**src/rtl/mbledhesi_serial.sv**
```systemverilog
// Slice-serial adder/subtractor: SLICE bits per clock, carry held between slices.
// Optional result saturation on signed overflow when MBLEDHESI_SAT_EN is defined.
module mbledhesi_serial #(
    parameter int WIDTH = 16,
    parameter int SLICE = 4
) (
    input  logic             clk,
    input  logic             rst_n,
    input  logic             start,
    input  logic             sub,
    input  logic [WIDTH-1:0] a,
    input  logic [WIDTH-1:0] b,
    output logic             busy,
    output logic             done,
    output logic [WIDTH-1:0] result,
    output logic             cout,
    output logic             overflow,
    output logic             zero
);

    localparam int N  = WIDTH / SLICE;
    localparam int KW = (N > 1) ? $clog2(N) : 1;

    typedef enum logic {IDLE, RUN} state_t;

    state_t           state, state_nxt;
    logic [KW-1:0]    k;
    logic             carry;
    logic [WIDTH-1:0] opa, opb, acc;

    logic [SLICE-1:0] slice_sum;
    logic [SLICE:0]   slice_c;
    logic [WIDTH-1:0] acc_nxt;
    logic             last_slice;
    logic             msb_cin;
    logic             ovf_nxt;
    logic [WIDTH-1:0] final_res;

    assign last_slice = (k == KW'(N - 1));
    assign busy       = (state == RUN);

    // Ripple of full-adder cells over the current low slice of the operand shifters.
    always_comb begin
        slice_c    = '0;
        slice_sum  = '0;
        slice_c[0] = carry;
        for (int i = 0; i < SLICE; i++) begin
            slice_sum[i]  = opa[i] ^ opb[i] ^ slice_c[i];
            slice_c[i+1]  = (opa[i] & opb[i]) | (opa[i] & slice_c[i]) | (opb[i] & slice_c[i]);
        end
        msb_cin = slice_c[SLICE-1];
        ovf_nxt = msb_cin ^ slice_c[SLICE];
    end

    generate
        if (N == 1) begin : g_single
            assign acc_nxt = slice_sum;
        end else begin : g_multi
            assign acc_nxt = {slice_sum, acc[WIDTH-1:SLICE]};
        end
    endgenerate

`ifdef MBLEDHESI_SAT_EN
    // The wrapped MSB is the inverse of the true sign when overflow occurs.
    always_comb begin
        final_res = acc_nxt;
        if (ovf_nxt)
            final_res = acc_nxt[WIDTH-1] ? {1'b0, {(WIDTH-1){1'b1}}}
                                         : {1'b1, {(WIDTH-1){1'b0}}};
    end
`else
    assign final_res = acc_nxt;
`endif

    always_ff @(posedge clk or negedge rst_n) begin
        if (!rst_n)
            state <= IDLE;
        else
            state <= state_nxt;
    end

    always_comb begin
        state_nxt = state;
        case (state)
            IDLE: if (start) state_nxt = RUN;
            RUN:  if (last_slice) state_nxt = IDLE;
            default: state_nxt = IDLE;
        endcase
    end

    always_ff @(posedge clk or negedge rst_n) begin
        if (!rst_n) begin
            k        <= '0;
            carry    <= 1'b0;
            opa      <= '0;
            opb      <= '0;
            acc      <= '0;
            done     <= 1'b0;
            result   <= '0;
            cout     <= 1'b0;
            overflow <= 1'b0;
            zero     <= 1'b0;
        end else begin
            done <= 1'b0;
            if (state == IDLE) begin
                if (start) begin
                    opa   <= a;
                    opb   <= sub ? ~b : b;
                    carry <= sub;
                    k     <= '0;
                end
            end else begin
                opa   <= opa >> SLICE;
                opb   <= opb >> SLICE;
                acc   <= acc_nxt;
                carry <= slice_c[SLICE];
                k     <= k + 1'b1;
                if (last_slice) begin
                    done     <= 1'b1;
                    result   <= final_res;
                    cout     <= slice_c[SLICE];
                    overflow <= ovf_nxt;
                    zero     <= (final_res == '0);
                end
            end
        end
    end

endmodule

```
**config.mk**
```make
export PLATFORM = sky130hd
export DESIGN_NAME = mbledhesi_serial
export DESIGN_NICKNAME = d
export VERILOG_FILES = /design/src/rtl/mbledhesi_serial.sv
export SDC_FILE = /design/constraint.sdc
export NUM_CORES = 1
export LEC_CHECK = 0
export ABC_AREA = 1
export BUFFER_PORTS_ARGS = -buffer_cell sky130_fd_sc_hd__buf_4
export CAP_MARGIN = 10
export CORE_ASPECT_RATIO = 0.7
export CORE_MARGIN = 2
export CORE_UTILIZATION = 59
export CTS_CLUSTER_SIZE = 25
export DETAILED_ROUTE_END_ITERATION = 16
export GPL_ROUTABILITY_DRIVEN = 0
export HOLD_SLACK_MARGIN = 0.02
export PLACE_DENSITY = 0.84
export SLEW_MARGIN = 10
export SYNTH_ARGS = -nofsm -noshare
export SYNTH_HDL_FRONTEND = slang
export SYNTH_SLANG_ARGS = --single-unit
```
**constraint.sdc**
```tcl
create_clock -name clk -period 4.9 [get_ports clk]
set_clock_uncertainty 0.15 [all_clocks]
set_input_delay 0.245 -clock clk [delete_from_list [all_inputs] [get_ports clk]]
set_output_delay 0.245 -clock clk [all_outputs]
set_load 0.01 [all_outputs]
```
Word-level counts from Yosys, hierarchy flattened
Cells that the tools add are included.

Input bits: 36. Memories: 0. Register bits: 72. Memory bits (read-only): 0. Logic and storage cells: 61. Output and inout port bits: 21. Latch bits: 0. Bits in writable memories: 0.

$mul: 0. Bitwise operators: 31. Shifts and indexed selects: 0. $lt $le $gt $ge: 0. Div/mod/pow operators: 0. $add $sub $neg: 1. Equal/unequal tests: 1. Mux-type cells: 14. Reductions and logical operators: 3.

Operators with widths (number): 16-bit two-way mux (5); 16-bit zero test (1); 16-bit inverter (1); 1-bit AND (12); 1-bit bitwise XOR (9); 1-bit bitwise OR (8); 1-bit two-way mux (6); 2-bit two-way mux (2); 2-bit by 1-bit adder with 2-bit output, second input constant (1); 2-bit equality test, second input constant (1); 1-bit one-hot mux with 2 select lines (1); 2-bit AND reduction (1); 2-bit nonzero test (1); 1-bit inverter (1).

Longest topological paths before layout
Gate-level depths: netlist of the first run.

Depth after elaboration: 13. Mapped depth: 11.

Least setup slack after synthesis of the first run
No wires, ideal clock.

Kind: register to register. Start point: register carry. End point: register zero. Period minus slack after synthesis: 2395 ps. Slack: 2505 ps. Setup time: 117 ps. Arrival time: 2128 ps. Cell stages (with the launch flop): 12. Cell sequence: dfrtp_1 -> inv_1 -> fa_1 -> inv_1 -> fa_1 -> fa_1 -> inv_1 -> fa_1 -> nand3_1 -> nor2_1 -> nand3_1 -> nand2_1.

Longest elaborated chain between the ends: 11. Elaborated cells between the ends (all ways): 17. Classes of those cells: bitwise: 16; reduce/logical: 1.

Ends and longest elaborated chain: from (decl) (line 28) `logic carry;`; from (signal assigned) (line 109) `carry <= sub;`; from (signal assigned) (line 116) `carry <= slice_c[SLICE];`; 1-bit AND (line 49) `slice_c[i+1] = (opa[i] & opb[i]) | (opa[i] & slice_c[i]) | (opb[i] & slice_c[i]);`; 1-bit bitwise OR (2 in a row) (line 49); 1-bit AND (line 49); 1-bit bitwise OR (2 in a row) (line 49); 1-bit AND (line 49); 1-bit bitwise OR (2 in a row) (line 49); 1-bit bitwise XOR (line 48) `slice_sum[i] = opa[i] ^ opb[i] ^ slice_c[i];`; 16-bit zero test * (line 123) `zero <= (final_res == '0);`; to (signal assigned) (line 123); to (decl) (line 18) `output logic zero`.

Mark *: on every way between the ends. The rest lies on a longest branch, timed or not. A chain may end at the register's enable or synchronous reset.

Worst setup path after layout of the first run
Start point: register opa[0]. End point: register zero.

Longest elaborated chain between the ends: 11. Elaborated cells between the ends (all ways): 18. Classes of those cells: bitwise: 17; reduce/logical: 1.

Ends and longest elaborated chain: from (decl) (line 29) `logic [WIDTH-1:0] opa, opb, acc;`; from (signal assigned) (line 113) `opa <= opa >> SLICE;`; 1-bit AND (line 49); 1-bit bitwise OR (2 in a row) (line 49); 1-bit AND (line 49); 1-bit bitwise OR (2 in a row) (line 49); 1-bit AND (line 49); 1-bit bitwise OR (2 in a row) (line 49); 1-bit bitwise XOR (line 48); 16-bit zero test * (line 123).

Marks and branches as above.

==> flow_metrics.env, run 1 <==
export IMPL_initial_core_util_pct=61.7
export IMPL_synthTopCellsByArea="dfrtp_1 57%, nand2_1 8.2%, o21ai_1 4.7%, xnor2_1 4.7%, inv_1 3.9%"
export IMPL_syn_avg_cell_area_um2=10.1
export IMPL_final_area_mm2=0.00382
export IMPL_cpLargestDelayFamily="adder cells"
export IMPL_rsz0062_at_grt="no"
export IMPL_wl_per_cell_um=14.7
export IMPL_track_usage_pct=26.6
export IMPL_num_antenna_cells=0
export IMPL_cts_buffers=9
export IMPL_max_vdd_ir_drop_mv=0.278
export IMPL_cts_root_buf="clkbuf_8"
export IMPL_worst_slew_pin_slew_ns=0.816
export IMPL_vias=2346
export IMPL_p_per_area_mw_per_mm2=564
export IMPL_postRouteAntennaNets=0
export IMPL_drt_iter0_drc=153
export IMPL_cts_tree="built"
export IMPL_post_route_period_util_pct=52.9
export IMPL_grt_pass1_vias=2285
export IMPL_hold_violations=0
export IMPL_cts_buffer_depth=2
export IMPL_end_kind="flip-flop"
export IMPL_ys_ff_latch=68
export IMPL_status="completed"
export IMPL_firstDrtPassIters=4
export IMPL_grt_overflow_total=0
export IMPL_io_pins=57
export IMPL_coreArea_mm2=0.00481
export IMPL_ctsHoldBuffers=24
export IMPL_post_cts_buffers=0
export IMPL_slowest_delay_ns=0.45
export IMPL_critPathArrivalTime_ns=2.68
export IMPL_synth_top_cell_area_share_pct=57.4
export IMPL_syn2layout_area_growth_pct=28.8
export IMPL_cts_sinks=68
export IMPL_netlist_instances=293
export IMPL_routed_wl_um=6540
export IMPL_slowest_stage="fa_1"
export IMPL_ys_warnings_count=0
export IMPL_dp_hpwl_um=3870
export IMPL_synth_seq_area_share_pct=57.4
export IMPL_fin_crit_ns=2.59
export IMPL_slew_headroom_pct=45.6
export IMPL_grt_pass1_wl_um=11000
export IMPL_cp_start_kind="flip-flop"
export IMPL_finalSetupTns_ns=0
export IMPL_cp_common_cell="fa_1"
export IMPL_worst_path_buf_inv=3
export IMPL_crit_type="flip-flop to flip-flop"
export IMPL_clkSlewWorstSetupHoldPaths_ns=0.07
export IMPL_drcViolationCount=0
export IMPL_clk_latency_ns=0.35
export IMPL_cts_resized=0
export IMPL_p_leak_nw=1.82
export IMPL_path_max_fanout=3
export IMPL_drive_gt1_share_pct=21.6
export IMPL_yosys_area_top_type="dfrtp_1"
export IMPL_hp_class="input port to flip-flop"
export IMPL_h_tree_depth=3
export IMPL_via_per_inst=5.28
export IMPL_synth_area_mm2=0.00297
export IMPL_maxCapViolations=0
export IMPL_crit_chain="inv_1, fa_1, inv_1, fa_1, fa_1, inv_1, fa_1, nand3_1, nor2_1, nand3_1, nand2_1"
export IMPL_finalNetCount=411
export IMPL_die_w_um=88.7
export IMPL_num_rows=21
export IMPL_dpl_cell_area_mm2=0.00337
export IMPL_finalSetupViolations=0
export IMPL_io_buffers=56
export IMPL_antenna_found_initial=0
export IMPL_cp_data_required_time_ns=4.99
export IMPL_dieArea_mm2=0.00562
export IMPL_die_h_um=63.3
export IMPL_synth_nets=334
export IMPL_synth_cell_types=25
export IMPL_slew_viol_final=0
export IMPL_grt_max_degree=69
export IMPL_fin_util_pct=79.4
export IMPL_fmax_ghz=0.386
==> cells in the mapped netlist (all sizes together) <==
master / instances
xnor2: 16
nor2: 9
xor2: 1
dfrtp: 68
o21a: 1
inv: 34
a22oi: 14
o21ai: 47
buf: 14
clkbuf: 1
fa: 4
ha: 1
nand2: 68
o221ai: 11
nand3: 3
a22o: 1
==> cell type report <==
cell class / count / area, um^2
clock buffer: 11 / 151
inverter: 34 / 130
multi-input combinational: 176 / 1020
fill: 309 / 990
timing repair buffer: 81 / 668
sequential: 68 / 1700
tap: 69 / 86.3
clock inverter: 5 / 57.6
==> cell usage in the layout (no fill, tap or decap), drive strengths merged <==
cell type and count:
a22o 1, a22oi 14, buf 57, bufinv 1, clkbuf 11, clkinv 2
dfrtp 68, dlygate4sd3 24, fa 4, ha 1, inv 36, nand2 68
nand3 3, nor2 9, o21a 1, o21ai 47, o221ai 11, xnor2 16
xor2 1
==> final timing paths <==
check | startpoint | end | slack (ns) | cells after the start
setup / recovery | opa[0] | zero | 2.31 | 11
hold / removal | b[10] | opb[10] | 0.02 | 3
setup reg to reg | opa[0] | zero | 2.31 | 11
hold reg to reg | result[13] | result[13] | 0.34 | 2
max in group asynchronous | rst_n | carry | 3.68 | 2
min in group asynchronous | rst_n | result[2] | 0.38 | 2
==> routing by layer <==
layer  track usage [%]  wire length [um]  part of all wire, %  vias up
li1                  -                 -                    -     1115
met2              40.3              3160                   48       89
met3              9.04               450                  6.9       17
met4              12.5               197                  3.0        0
met5                 0                 0                    0        -
met1              34.5              2730                   42     1125
==> power by group <==
part / total [mW] / internal [mW] / switching, mW
clock: 0.478 / 0.264 / 0.213
sequential: 0.892 / 0.772 / 0.120
combinational: 0.786 / 0.327 / 0.459
==> state kept, by name, indices dropped and copies added (netlist names) <==
register,count
done,1
result,16
k,2
cout,1
opb,16
overflow,1
carry,1
busy,1
opa,16
zero,1
acc,12
==> kinds of logic (layout without fill, tap and decap cells) <==
kind of cell	count (synthesis)	in the layout	synth area share, %
xor gates and xnor gates	17	17	5.02
AOI/OAI and AO/OA	74	74	15.4
DFF	68	68	57.4
buffers and inverters	49	131	8.10
adders and majority gates	5	5	3.12
and+or+nand+nor	80	80	10.9
==> tightest hold or removal path, cell delays in order <==
cell	delay [ns]
buf_4	0.08
xnor2_1	0.06
o21ai_1	0.10
==> per-stage QoR <==
step	std cells	hold slack (ns)	total power, mW	setup slack (ns)
after CTS	444	0.0205	2.15	2.32
after floorplan	293	-0.201	1.40	2.50
after detailed placement	404	0.242	1.65	2.32
after global placement	404	0.240	1.62	2.42
after global routing	444	0.0243	2.30	2.17
final	444	0.0231	2.16	2.31
No activity file was read; power rests on OpenSTA's default activity.
==> run 2: changes to the inputs <==
--- a/config.mk
+++ b/config.mk
@@ -10,12 +10,12 @@
 export CAP_MARGIN = 10
 export CORE_ASPECT_RATIO = 0.7
 export CORE_MARGIN = 2
-export CORE_UTILIZATION = 59
+export CORE_UTILIZATION = 49
 export CTS_CLUSTER_SIZE = 25
 export DETAILED_ROUTE_END_ITERATION = 16
 export GPL_ROUTABILITY_DRIVEN = 0
 export HOLD_SLACK_MARGIN = 0.02
-export PLACE_DENSITY = 0.84
+export PLACE_DENSITY = 0.75
 export SLEW_MARGIN = 10
 export SYNTH_ARGS = -nofsm -noshare
 export SYNTH_HDL_FRONTEND = slang
==> constraint.sdc (replaced) <==
create_clock -name clk -period 2.2 [get_ports clk]
set_clock_uncertainty 0.15 [all_clocks]
set_input_delay 0.11 -clock clk [delete_from_list [all_inputs] [get_ports clk]]
set_output_delay 0.11 -clock clk [all_outputs]
set_load 0.01 [all_outputs]
==> flow_metrics.env, run 2 (synthesis gave the netlist of run 1 again) <==
export IMPL_num_antenna_cells=0
export IMPL_slowest_delay_ns=0.42
export IMPL_fin_util_pct=69.9
export IMPL_largestRegisters="opa x16, opb x16, result x16"
export IMPL_drive_gt1_share_pct=24.6
export IMPL_drcViolationCount=0
export IMPL_violations="setup timing"
export IMPL_p_per_area_mw_per_mm2=1220
export IMPL_clkSlewWorstSetupHoldPaths_ns=0.07
export IMPL_r2r_cells=9
export IMPL_vias=2370
export IMPL_drt_iter0_drc=139
export IMPL_final_common_cell="dfrtp_1"
export IMPL_clk_latency_ns=0.34
export IMPL_cpLargestDelayFamily="adder cells"
export IMPL_coreArea_mm2=0.00578
export IMPL_track_usage_pct=20.2
export IMPL_cts_root_buf="clkbuf_8"
export IMPL_worst_path_buf_inv=4
export IMPL_rsz0062_at_grt="yes"
export IMPL_io_pins=57
export IMPL_fmax_ghz=0.421
export IMPL_antenna_found_initial=0
export IMPL_io_buffers=56
export IMPL_post_route_period_util_pct=108
export IMPL_max_vdd_ir_drop_mv=0.532
export IMPL_grt_overflow_total=0
export IMPL_postRouteAntennaNets=0
export IMPL_finalNonFillerCells=473
export IMPL_crit_chain="inv_2, fa_2, inv_1, fa_2, fa_2, inv_2, fa_1, buf_4, o21ai_2"
export IMPL_cts_buffer_depth=2
export IMPL_end_kind="flip-flop"
export IMPL_slew_headroom_pct=44.0
export IMPL_grt_pass1_vias=2363
export IMPL_hold_violations=0
export IMPL_place_inst=418
export IMPL_num_fill_cells=427
export IMPL_slowest_stage="fa_1"
export IMPL_syn2layout_area_growth_pct=36.3
export IMPL_cp_depth=9
export IMPL_crit_type="flip-flop to flip-flop"
export IMPL_cts_buffers=9
export IMPL_final_area_mm2=0.00404
export IMPL_path_max_fanout=2
export IMPL_via_per_inst=5.01
export IMPL_die_w_um=97.0
export IMPL_cp_start_kind="flip-flop"
export IMPL_initial_core_util_pct=51.3
export IMPL_dpl_cell_area_mm2=0.00344
export IMPL_maxCapViolations=0
export IMPL_worst_slew_pin_slew_ns=0.840
export IMPL_h_tree_depth=3
export IMPL_hp_class="input port to flip-flop"
export IMPL_die_h_um=69.1
export IMPL_wl_per_cell_um=13.5
export IMPL_slew_viol_final=0
export IMPL_cp_common_cell="fa_2"
export IMPL_critPathArrivalTime_ns=2.49
export IMPL_status="finished with violations"
export IMPL_grt_max_degree=69
export IMPL_dp_hpwl_um=4120
export IMPL_finalNetCount=434
export IMPL_layout_setup_ws_ns=-0.174
export IMPL_p_leak_nw=1.92
export IMPL_cp_data_required_time_ns=2.31
export IMPL_final_cell_mix="68 x dfrtp_1, 66 x buf_4, 65 x nand2_1, 38 x dlygate4sd3_1"
export IMPL_holdPathStages=3
export IMPL_finalSetupViolations=4
export IMPL_routed_wl_um=6400
export IMPL_num_rows=23
export IMPL_dieArea_mm2=0.00670
export IMPL_fin_crit_ns=2.37
export IMPL_cts_tree="built"
export IMPL_finalSetupTns_ns=-0.509
export IMPL_grt_pass1_wl_um=10700
export IMPL_cts_sinks=68
export IMPL_firstDrtPassIters=6
[run 2: changes by cell type in the layout (fill, tap and decap cells not counted)]
cell,previous run,this run
dlygate4sd3_1,24,38
fa_2,0,3
inv_1,31,27
o21ai_1,28,27
clkbuf_1,0,1
clkinvlp_4,0,1
o21ai_2,0,2
fa_1,4,1
inv_2,2,6
buf_4,57,66
inv_6,2,0
o21ai_0,19,18
[run 2: routing by layer]
| layer | track usage (%) | vias to the layer above | wire length [um] |
|---|---|---|---|
| met5 | 0 | - | 0 |
| met3 | 7.81 | 10 | 416 |
| li1 | - | 1161 | - |
| met4 | 5.63 | 0 | 91 |
| met2 | 32.4 | 76 | 2940 |
| met1 | 25.8 | 1123 | 2950 |
[run 2: worst paths after layout]
check | startpoint | to | slack (ns)
worst min register to register | overflow | overflow | 0.34
worst min-delay path | sub | opb[9] | 0.08
max in group asynchronous | rst_n | k[0] | 1.07
worst max register to register | opb[0] | result[15] | -0.17
min in group asynchronous | rst_n | result[5] | 0.26
worst max-delay path | opb[0] | result[15] | -0.17
[run 2: per-stage QoR]
| stage | total power [mW] | hold slack, ns | worst slack [ns] |
|---|---|---|---|
| after global routing | 5.29 | 0.0896 | -0.264 |
| final | 4.92 | 0.0807 | -0.174 |
| after CTS | 4.92 | 0.0737 | -0.153 |
| after floorplan | 3.13 | -0.336 | -0.108 |
| after global placement | 3.71 | 0.108 | -0.168 |
| after detailed placement | 3.78 | 0.115 | -0.199 |
[run 2: where the power goes]
part / switching (mW) / internal (mW)
combinational: 1.01 / 0.879
sequential: 0.287 / 1.72
clock: 0.448 / 0.582
[run 2: tightest hold or removal path, cell delays in order]
cell     delay (ns)
buf_4          0.20
xnor2_1        0.17
o21ai_1        0.05
[run 2: layout make-up]
cell class / count / area (um^2) / area share [%]
clock buffer: 12 / 155 / 3.84
clock inverter: 4 / 47.5 / 1.18
inverter: 34 / 130 / 3.22
multi-input combinational: 176 / 1040 / 25.7
sequential: 68 / 1700 / 42.1
tap: 75 / 93.8 / 2.32
timing repair buffer: 104 / 876 / 21.7
[run 2: what timing repair did]
item / 4_1_cts / 5_1_grt
buffers inserted: 1 / 0
hold buffers: 38 / 0
resized for setup: 1 / 4
pin swaps: 2 / 1
setup endpoints to repair: 5 / 6
endpoints found under the hold margin: 101 / 0
